### src/rtl/rainbow_pkg.sv
// Shared encodings and the default 32-entry colour gradient for the rainbow engine.
package rainbow_pkg;

    localparam logic [1:0] MODE_STATIC = 2'd0;
    localparam logic [1:0] MODE_FWD    = 2'd1;
    localparam logic [1:0] MODE_REV    = 2'd2;
    localparam logic [1:0] MODE_BOUNCE = 2'd3;

    typedef enum logic {
        DIR_UP   = 1'b0,
        DIR_DOWN = 1'b1
    } dir_e;

    // Red-to-blue sweep in 4:4:4 RGB; larger tables wrap onto these 32 entries.
    function automatic logic [11:0] gradient_entry(input int unsigned i);
        logic [11:0] c;
        case (i % 32)
            0:       c = 12'hF00;
            1:       c = 12'hE10;
            2:       c = 12'hE30;
            3:       c = 12'hD41;
            4:       c = 12'hD51;
            5:       c = 12'hC72;
            6:       c = 12'hC82;
            7:       c = 12'hB93;
            8:       c = 12'hBA3;
            9:       c = 12'hAB4;
            10:      c = 12'hAC4;
            11:      c = 12'h9D5;
            12:      c = 12'h9E5;
            13:      c = 12'h8E6;
            14:      c = 12'h8E6;
            15:      c = 12'h7E7;
            16:      c = 12'h7E7;
            17:      c = 12'h6E8;
            18:      c = 12'h6E8;
            19:      c = 12'h5E9;
            20:      c = 12'h5D9;
            21:      c = 12'h4CA;
            22:      c = 12'h4BA;
            23:      c = 12'h3AB;
            24:      c = 12'h39B;
            25:      c = 12'h28C;
            26:      c = 12'h27C;
            27:      c = 12'h15D;
            28:      c = 12'h14D;
            29:      c = 12'h03E;
            30:      c = 12'h01E;
            default: c = 12'h00F;
        endcase
        return c;
    endfunction

endpackage

### src/rtl/rainbow_offset_ctrl.sv
// Per-frame animation offset: static, scroll forward/reverse, or bounce between the table ends.
module rainbow_offset_ctrl
    import rainbow_pkg::*;
#(
    parameter int unsigned DEPTH   = 32,
    parameter int unsigned SPEED_W = 4
) (
    input  logic                     clk,
    input  logic                     reset,
    input  logic                     i_frame_tick,
    input  logic [1:0]               i_mode,
    input  logic [SPEED_W-1:0]       i_speed,
    output logic [$clog2(DEPTH)-1:0] o_offset
);

    localparam int unsigned OFF_W = $clog2(DEPTH);
    // Wide enough for offset+eff (< 2*DEPTH) and for an unclamped speed value.
    localparam int unsigned SUM_W = ((OFF_W > SPEED_W) ? OFF_W : SPEED_W) + 1;
    localparam logic [SUM_W-1:0] DEPTH_S = SUM_W'(DEPTH);
    localparam logic [SUM_W-1:0] LAST_S  = SUM_W'(DEPTH - 1);

    logic [OFF_W-1:0] r_offset;
    logic [OFF_W-1:0] w_offset_next;
    dir_e             r_dir;
    dir_e             w_dir_next;
    logic [SUM_W-1:0] w_spd;
    logic [SUM_W-1:0] w_eff;
    logic [SUM_W-1:0] w_off;
    logic [SUM_W-1:0] w_sum;

    assign w_spd = SUM_W'(i_speed);
    assign w_off = SUM_W'(r_offset);
    assign w_eff = (w_spd > LAST_S) ? LAST_S : w_spd;
    assign w_sum = w_off + w_eff;

    always_comb begin
        w_offset_next = r_offset;
        w_dir_next    = r_dir;
        if (i_frame_tick) begin
            case (i_mode)
                MODE_STATIC: begin
                    w_offset_next = '0;
                    w_dir_next    = DIR_UP;
                end
                MODE_FWD: begin
                    w_offset_next = (w_sum >= DEPTH_S) ? OFF_W'(w_sum - DEPTH_S) : OFF_W'(w_sum);
                end
                MODE_REV: begin
                    w_offset_next = (w_off >= w_eff) ? OFF_W'(w_off - w_eff)
                                                     : OFF_W'(w_off + DEPTH_S - w_eff);
                end
                MODE_BOUNCE: begin
                    if (r_dir == DIR_UP) begin
                        if (w_sum >= LAST_S) begin
                            w_offset_next = OFF_W'(LAST_S);
                            w_dir_next    = DIR_DOWN;
                        end else begin
                            w_offset_next = OFF_W'(w_sum);
                        end
                    end else begin
                        if (w_off <= w_eff) begin
                            w_offset_next = '0;
                            w_dir_next    = DIR_UP;
                        end else begin
                            w_offset_next = OFF_W'(w_off - w_eff);
                        end
                    end
                end
                default: begin
                end
            endcase
        end
    end

    always_ff @(posedge clk or posedge reset) begin
        if (reset) begin
            r_offset <= '0;
            r_dir    <= DIR_UP;
        end else begin
            r_offset <= w_offset_next;
            r_dir    <= w_dir_next;
        end
    end

    assign o_offset = r_offset;

endmodule

### src/rtl/rainbow_gradient_engine.sv
// Animated gradient lookup: pixel address -> RGB colour through a 2-stage valid-tagged pipeline.
module rainbow_gradient_engine
    import rainbow_pkg::*;
#(
    parameter int unsigned        ADDR_W        = 7,
    parameter int unsigned        COLOR_W       = 12,
    parameter int unsigned        BASE          = 24,
    parameter int unsigned        DEPTH         = 32,
    parameter int unsigned        SPEED_W       = 4,
    parameter logic [COLOR_W-1:0] DEFAULT_COLOR = 12'h00F
) (
    input  logic                     clk,
    input  logic                     reset,
    input  logic [ADDR_W-1:0]        addr,
    input  logic                     in_valid,
    input  logic                     frame_tick,
    input  logic [1:0]               mode,
    input  logic [SPEED_W-1:0]       speed,
    output logic [COLOR_W-1:0]       color,
    output logic                     out_valid,
    output logic [$clog2(DEPTH)-1:0] offset
);

    localparam int unsigned OFF_W = $clog2(DEPTH);
    localparam int unsigned IDX_W = ADDR_W + 1;

    logic [OFF_W-1:0]   w_offset;
    logic               w_in_window;
    logic [IDX_W-1:0]   w_rel;
    logic [IDX_W-1:0]   w_sum;
    logic [OFF_W-1:0]   w_idx;

    logic               r_s1_valid;
    logic               r_s1_win;
    logic [OFF_W-1:0]   r_s1_idx;
    logic [COLOR_W-1:0] r_color;
    logic               r_out_valid;

    rainbow_offset_ctrl #(
        .DEPTH   (DEPTH),
        .SPEED_W (SPEED_W)
    ) u_offset_ctrl (
        .clk          (clk),
        .reset        (reset),
        .i_frame_tick (frame_tick),
        .i_mode       (mode),
        .i_speed      (speed),
        .o_offset     (w_offset)
    );

    assign w_in_window = (32'(addr) >= BASE) && (32'(addr) < BASE + DEPTH);

    // Both terms are below DEPTH inside the window, so one conditional subtract wraps the sum.
    assign w_rel = IDX_W'(addr) - IDX_W'(BASE);
    assign w_sum = w_rel + IDX_W'(w_offset);
    assign w_idx = (w_sum >= IDX_W'(DEPTH)) ? OFF_W'(w_sum - IDX_W'(DEPTH)) : OFF_W'(w_sum);

    always_ff @(posedge clk or posedge reset) begin
        if (reset) begin
            r_s1_valid <= 1'b0;
            r_s1_win   <= 1'b0;
            r_s1_idx   <= '0;
        end else begin
            r_s1_valid <= in_valid;
            r_s1_win   <= w_in_window;
            r_s1_idx   <= w_idx;
        end
    end

    // Registered ROM read; colour holds across bubbles.
    always_ff @(posedge clk or posedge reset) begin
        if (reset) begin
            r_color     <= '0;
            r_out_valid <= 1'b0;
        end else begin
            r_out_valid <= r_s1_valid;
            if (r_s1_valid) begin
                r_color <= r_s1_win ? COLOR_W'(gradient_entry(32'(r_s1_idx))) : DEFAULT_COLOR;
            end
        end
    end

    assign color     = r_color;
    assign out_valid = r_out_valid;
    assign offset    = w_offset;

endmodule
### config.mk
export PLATFORM = sky130hd
export DESIGN_NAME = rainbow_gradient_engine
export DESIGN_NICKNAME = d
export VERILOG_FILES = /design/src/rtl/rainbow_pkg.sv /design/src/rtl/rainbow_offset_ctrl.sv /design/src/rtl/rainbow_gradient_engine.sv
export SDC_FILE = /design/constraint.sdc
export NUM_CORES = 1
export LEC_CHECK = 0
export ABC_AREA = 1
export CAP_MARGIN = 20
export CELL_PAD_IN_SITES_DETAIL_PLACEMENT = 1
export CELL_PAD_IN_SITES_GLOBAL_PLACEMENT = 2
export CORE_MARGIN = 2
export CORE_UTILIZATION = 32
export CTS_BUF_LIST = sky130_fd_sc_hd__clkbuf_2
export CTS_CLUSTER_DIAMETER = 120
export DETAILED_ROUTE_END_ITERATION = 16
export GPL_TIMING_DRIVEN = 0
export PLACE_DENSITY = 0.91
export SLEW_MARGIN = 20
export SYNTH_ARGS = -nofsm -noshare
export SYNTH_HDL_FRONTEND = slang
export SYNTH_SLANG_ARGS = --single-unit
### constraint.sdc
create_clock -name clk -period 2.1 [get_ports clk]
set_clock_uncertainty 0.1 [all_clocks]
set_input_delay 0.21 -clock clk [delete_from_list [all_inputs] [get_ports clk]]
set_output_delay 0.21 -clock clk [all_outputs]
set_load 0.05 [all_outputs]
==> summary by stage <==
Outcome
The run finished with clean final reports.

Worst setup path
Counting both buffers and inverters, the worst setup path holds a total of 1. The worst register-to-register path ends at u_offset_ctrl.o_offset[0]$_DFFE_PP0P_. The standard cell with the maximum stage delay on the critical path is clkdlybuf4s50_1. The top cell family by delay on the critical path is buffers and inverters. The length in cells of the worst reg-to-reg path is 10. The kind of capture point of the worst setup path is an output port. The critical path start-end classification is flop to output port. The worst-path maximum fanout is 5. The register-to-register path setup slack is around 100 ps. The largest stage delay on the critical path is about 830 ps. At the worst endpoint, the arrival time is 1700 ps. The worst reg2reg path startpoint is u_offset_ctrl.o_offset[0]$_DFFE_PP0P_. Walking the worst path, the cells encountered are clkdlybuf4s50_1. The startpoint type of the worst setup path is a flop. The data required time at the worst endpoint is about 1800 ps.

Clock tree
The TritonCTS clock tree is built. Clock tree synthesis found a total of 26 sinks. In this run, CTS created clock tree buffers numbering 3.

Clock-pin slew was measured on the worst setup and hold paths at 260 ps. The insertion delay to the later sink of the worst-skew pair is 370 ps. In this run the number of H-tree levels came out at 1.

The clock passes through at most 2 buffers. The root buffer cell is clkbuf_2.

Layout
After the flow finishes, the layout carries non-filler instances totaling 398. Summing all multi-input logic gate instances after layout gives 1330 um^2. The count of filler cells inserted in the layout is around 800. The layout overhead on the synthesized area is 24.4%. The sequential cell area in the final layout is around 650 um^2.

The number of antenna diodes is 0. The fraction of final layout cells with drive strength greater than 1 is about 9%. The final design instance area without fill is ~2600 um^2. The final core area utilization is around two fifths. For this run, the post-layout net count is ~370.

Synthesis
In the post-synthesis netlist, the cell with the most instances is nand2_1. The area share of the largest cell type after synthesis is between 30 and 40%. The flop and latch count out of synthesis is 26. The number of synthesized flops with an enable pin is 0. The most area-hungry cell type in the Yosys netlist is dfrtp_1. When the netlist entered floorplanning its net count stood at about 330. Summing the sequential cell areas from Yosys gives 30.7% of the chip area. The mapped netlist covers approximately 2100 um^2.

After synthesis, the most frequently instantiated cells are nand2_1, inv_1, ha_1, dfrtp_1, nor2_1. The async set or reset register ratio after synthesis is 100%. The cell count after synthesis is about 280. In the synthesized netlist the dominant register cell turns out to be dfrtp_1. After synthesis, the mean cell area works out to ~7.5 um^2.

The count of synthesis-stage warnings from yosys is 0. The number of library cell types mapped by synthesis is 30. By area the synthesized netlist is led by dfrtp_1, ha_1, nand2_1.

Drt
In the routed layout, each cell is associated on average with a via count of a little under 5. The wire length reported by the detailed router is ~5.5 mm. The detailed-routing iteration count for the pre-antenna-repair pass is 4.

In this run the remaining antenna-violating nets after routing total 0. The post-route DRC violation count is 0. The initial detailed-routing violation count is just under 80. For this block, the via count after detailed routing is 1959. In the final routed layout, each cell accounts on average for roughly 14 um.

Timing
For the finished layout, the period the worst path requires is between 2000 and 2500 ps. The headroom to the max-slew limit is between 30 and 40%. The number of hold violations in the final report was 0. The count of endpoints failing setup in the final report is 0.

The post-route setup TNS is 0 ps. Static timing analysis puts the maximum clock frequency at between 400 and 500 MHz. The number of max-slew violations in the final report was 0. The final critical path takes up between 90% and 100% of the cycle. At the pin with the least slew margin, the transition time is between 900 and 1000 ps.

Setup repair after global routing could not meet its margin everywhere.

Die
In this run the core area contains 29 standard-cell rows. The area of the core region is around 6400 um^2. Measured along the x axis, the die boundary spans approximately 85 um. The effective utilization at floorplan is roughly a third. The die area is 7290 um^2. Pin placement for this block handled 35 I/O pins. From bottom edge to top edge, the die measures approximately 85 um.

Power and ir drop
Combinational cells account for 65.1% of the total power. The fraction of power spent switching nets is about 53%. The share of total power dissipated in sequential elements is 27.8%.

The internal portion of total power is 1.33 mW. For this design the static power due to leakage is 1.38 nW. The worst-case IR drop observed on VDD is roughly 0.00052 V. The analysis attributes to net switching a power of about 1.5 mW. The share of power burned in the clock network is 7.1%. The completed layout was analyzed and its total power is 2.82 mW. The power per cell area is between 1000 and 1500 nW/um^2.

Global routing
Summed over all layers, the global routing overflow is 0. Entering global routing, the biggest net connects 27 pins. The number of antenna violations at the first check in global routing came to 0.

The first global-routing pass estimated roughly 9.4 mm of wire. The via count of the first global-routing pass is about 2000. Global routing consumed, over all layers together, between 10% and 20% of the routing resources.

Placement
The number of buffers inserted by port buffering is 34. Routability-driven placement finished with a final weighted congestion of a little over 0.8. Once placement completed, the tool counted placed cells totaling about 400. The total half-perimeter wirelength after legalization and detailed placement is ~4.5 mm. The cell area after placement is 2560 um^2.

Hold path
The class of the most critical hold timing path is primary input to asynchronous set/reset pin.

Job
The number of maximum-capacitance violations is 0.
registers in the layout, summed over array words and instances (netlist names):
signal	cells
out_valid	1
u_offset_ctrl.o_offset	5
color	12
r_s1_idx	5
u_offset_ctrl.r_dir	1
r_s1_valid	1
r_s1_win	1
power groups by stage:
stage / Clock [mW] / Combinational (mW) / Sequential, mW
after floorplan: 0 / 0.972 / 1.06
after global placement: 0 / 1.73 / 0.793
after detailed placement: 0 / 1.78 / 0.798
after CTS: 0.208 / 1.79 / 0.786
after global routing: 0.227 / 2.05 / 0.814
final: 0.200 / 1.83 / 0.784
worst max-delay path by stage:
stage                                          start                                    end  slack [ps]  cells after the start
2_1_floorplan  u_offset_ctrl.o_offset[1]$_DFFE_PP0P_                  r_s1_idx[3]$_DFF_PP0_          70                      4
3_3_place_gp                                speed[0]  u_offset_ctrl.o_offset[3]$_DFFE_PP0P_        -220                     14
3_5_place_dp                                speed[0]  u_offset_ctrl.o_offset[3]$_DFFE_PP0P_        -240                     14
4_1_cts        u_offset_ctrl.o_offset[4]$_DFFE_PP0P_                              offset[4]          20                      1
5_1_grt        u_offset_ctrl.o_offset[0]$_DFFE_PP0P_  u_offset_ctrl.o_offset[0]$_DFFE_PP0P_         -40                     10
6_report       u_offset_ctrl.o_offset[3]$_DFFE_PP0P_                              offset[3]          90                      1
cells in the final DEF (no fill, tap or decap), types with 2 or more instances in the layout:
master	n
ha_1	29
nand3_1	18
buf_4	2
nand2_1	77
o311ai_0	3
nand2_2	3
ha_2	2
inv_1	39
xor2_1	6
a21oi_2	2
nor2_1	22
o211ai_1	5
dfrtp_1	24
clkdlybuf4s50_1	32
clkbuf_2	3
fa_2	2
inv_2	3
a22o_1	2
o21ai_0	12
buf_2	2
dfrtp_2	2
clkinv_1	3
a21oi_1	9
routing by layer:
| metal | share of wire (%) | GRT usage, % |
|---|---|---|
| met4 | 1.7 | 4.33 |
| met1 | 48 | 20.2 |
| met2 | 48 | 28.7 |
| met3 | 2.2 | 1.26 |
| met5 | 0 | 0 |
layout make-up:
cell class / instances / share of cell area (%)
Clock inverter: 1 / 0.142
Timing Repair Buffer: 36 / 13.5
Multi-Input combinational cell: 208 / 50.3
Sequential cell: 26 / 24.8
Buffer: 3 / 0.806
Inverter: 44 / 6.26
Tap cell: 77 / 3.65
Clock buffer: 3 / 0.569
cell families (layout without fill, tap and decap cells):
logic type	after synthesis	in the layout	synth area share [%]
and+or+nand+nor	127	127	24.4
buffers and inverters	47	87	8.80
AOI/OAI and AO/OA	40	40	12.0
adders and majority gates	34	34	21.1
DFF	26	26	30.7
xor gates and xnor gates	7	7	2.89
stage by stage:
| stage | hold slack (ps) | worst slack, ps |
|---|---|---|
| 2_1_floorplan | 141 | 68.7 |
| 3_3_place_gp | 361 | -224 |
| 3_5_place_dp | 372 | -238 |
| 4_1_cts | 145 | 17.4 |
| 5_1_grt | 125 | -35.1 |
| 6_report | 79.8 | 88.6 |
repair_timing:
action	4_1_cts	5_1_grt
setup endpoints to repair	3	7
hold buffers	0	0
gates resized for setup	2	12
pin swaps	1	1
buffers inserted	1	1
(Power assumes the default switching activity.)
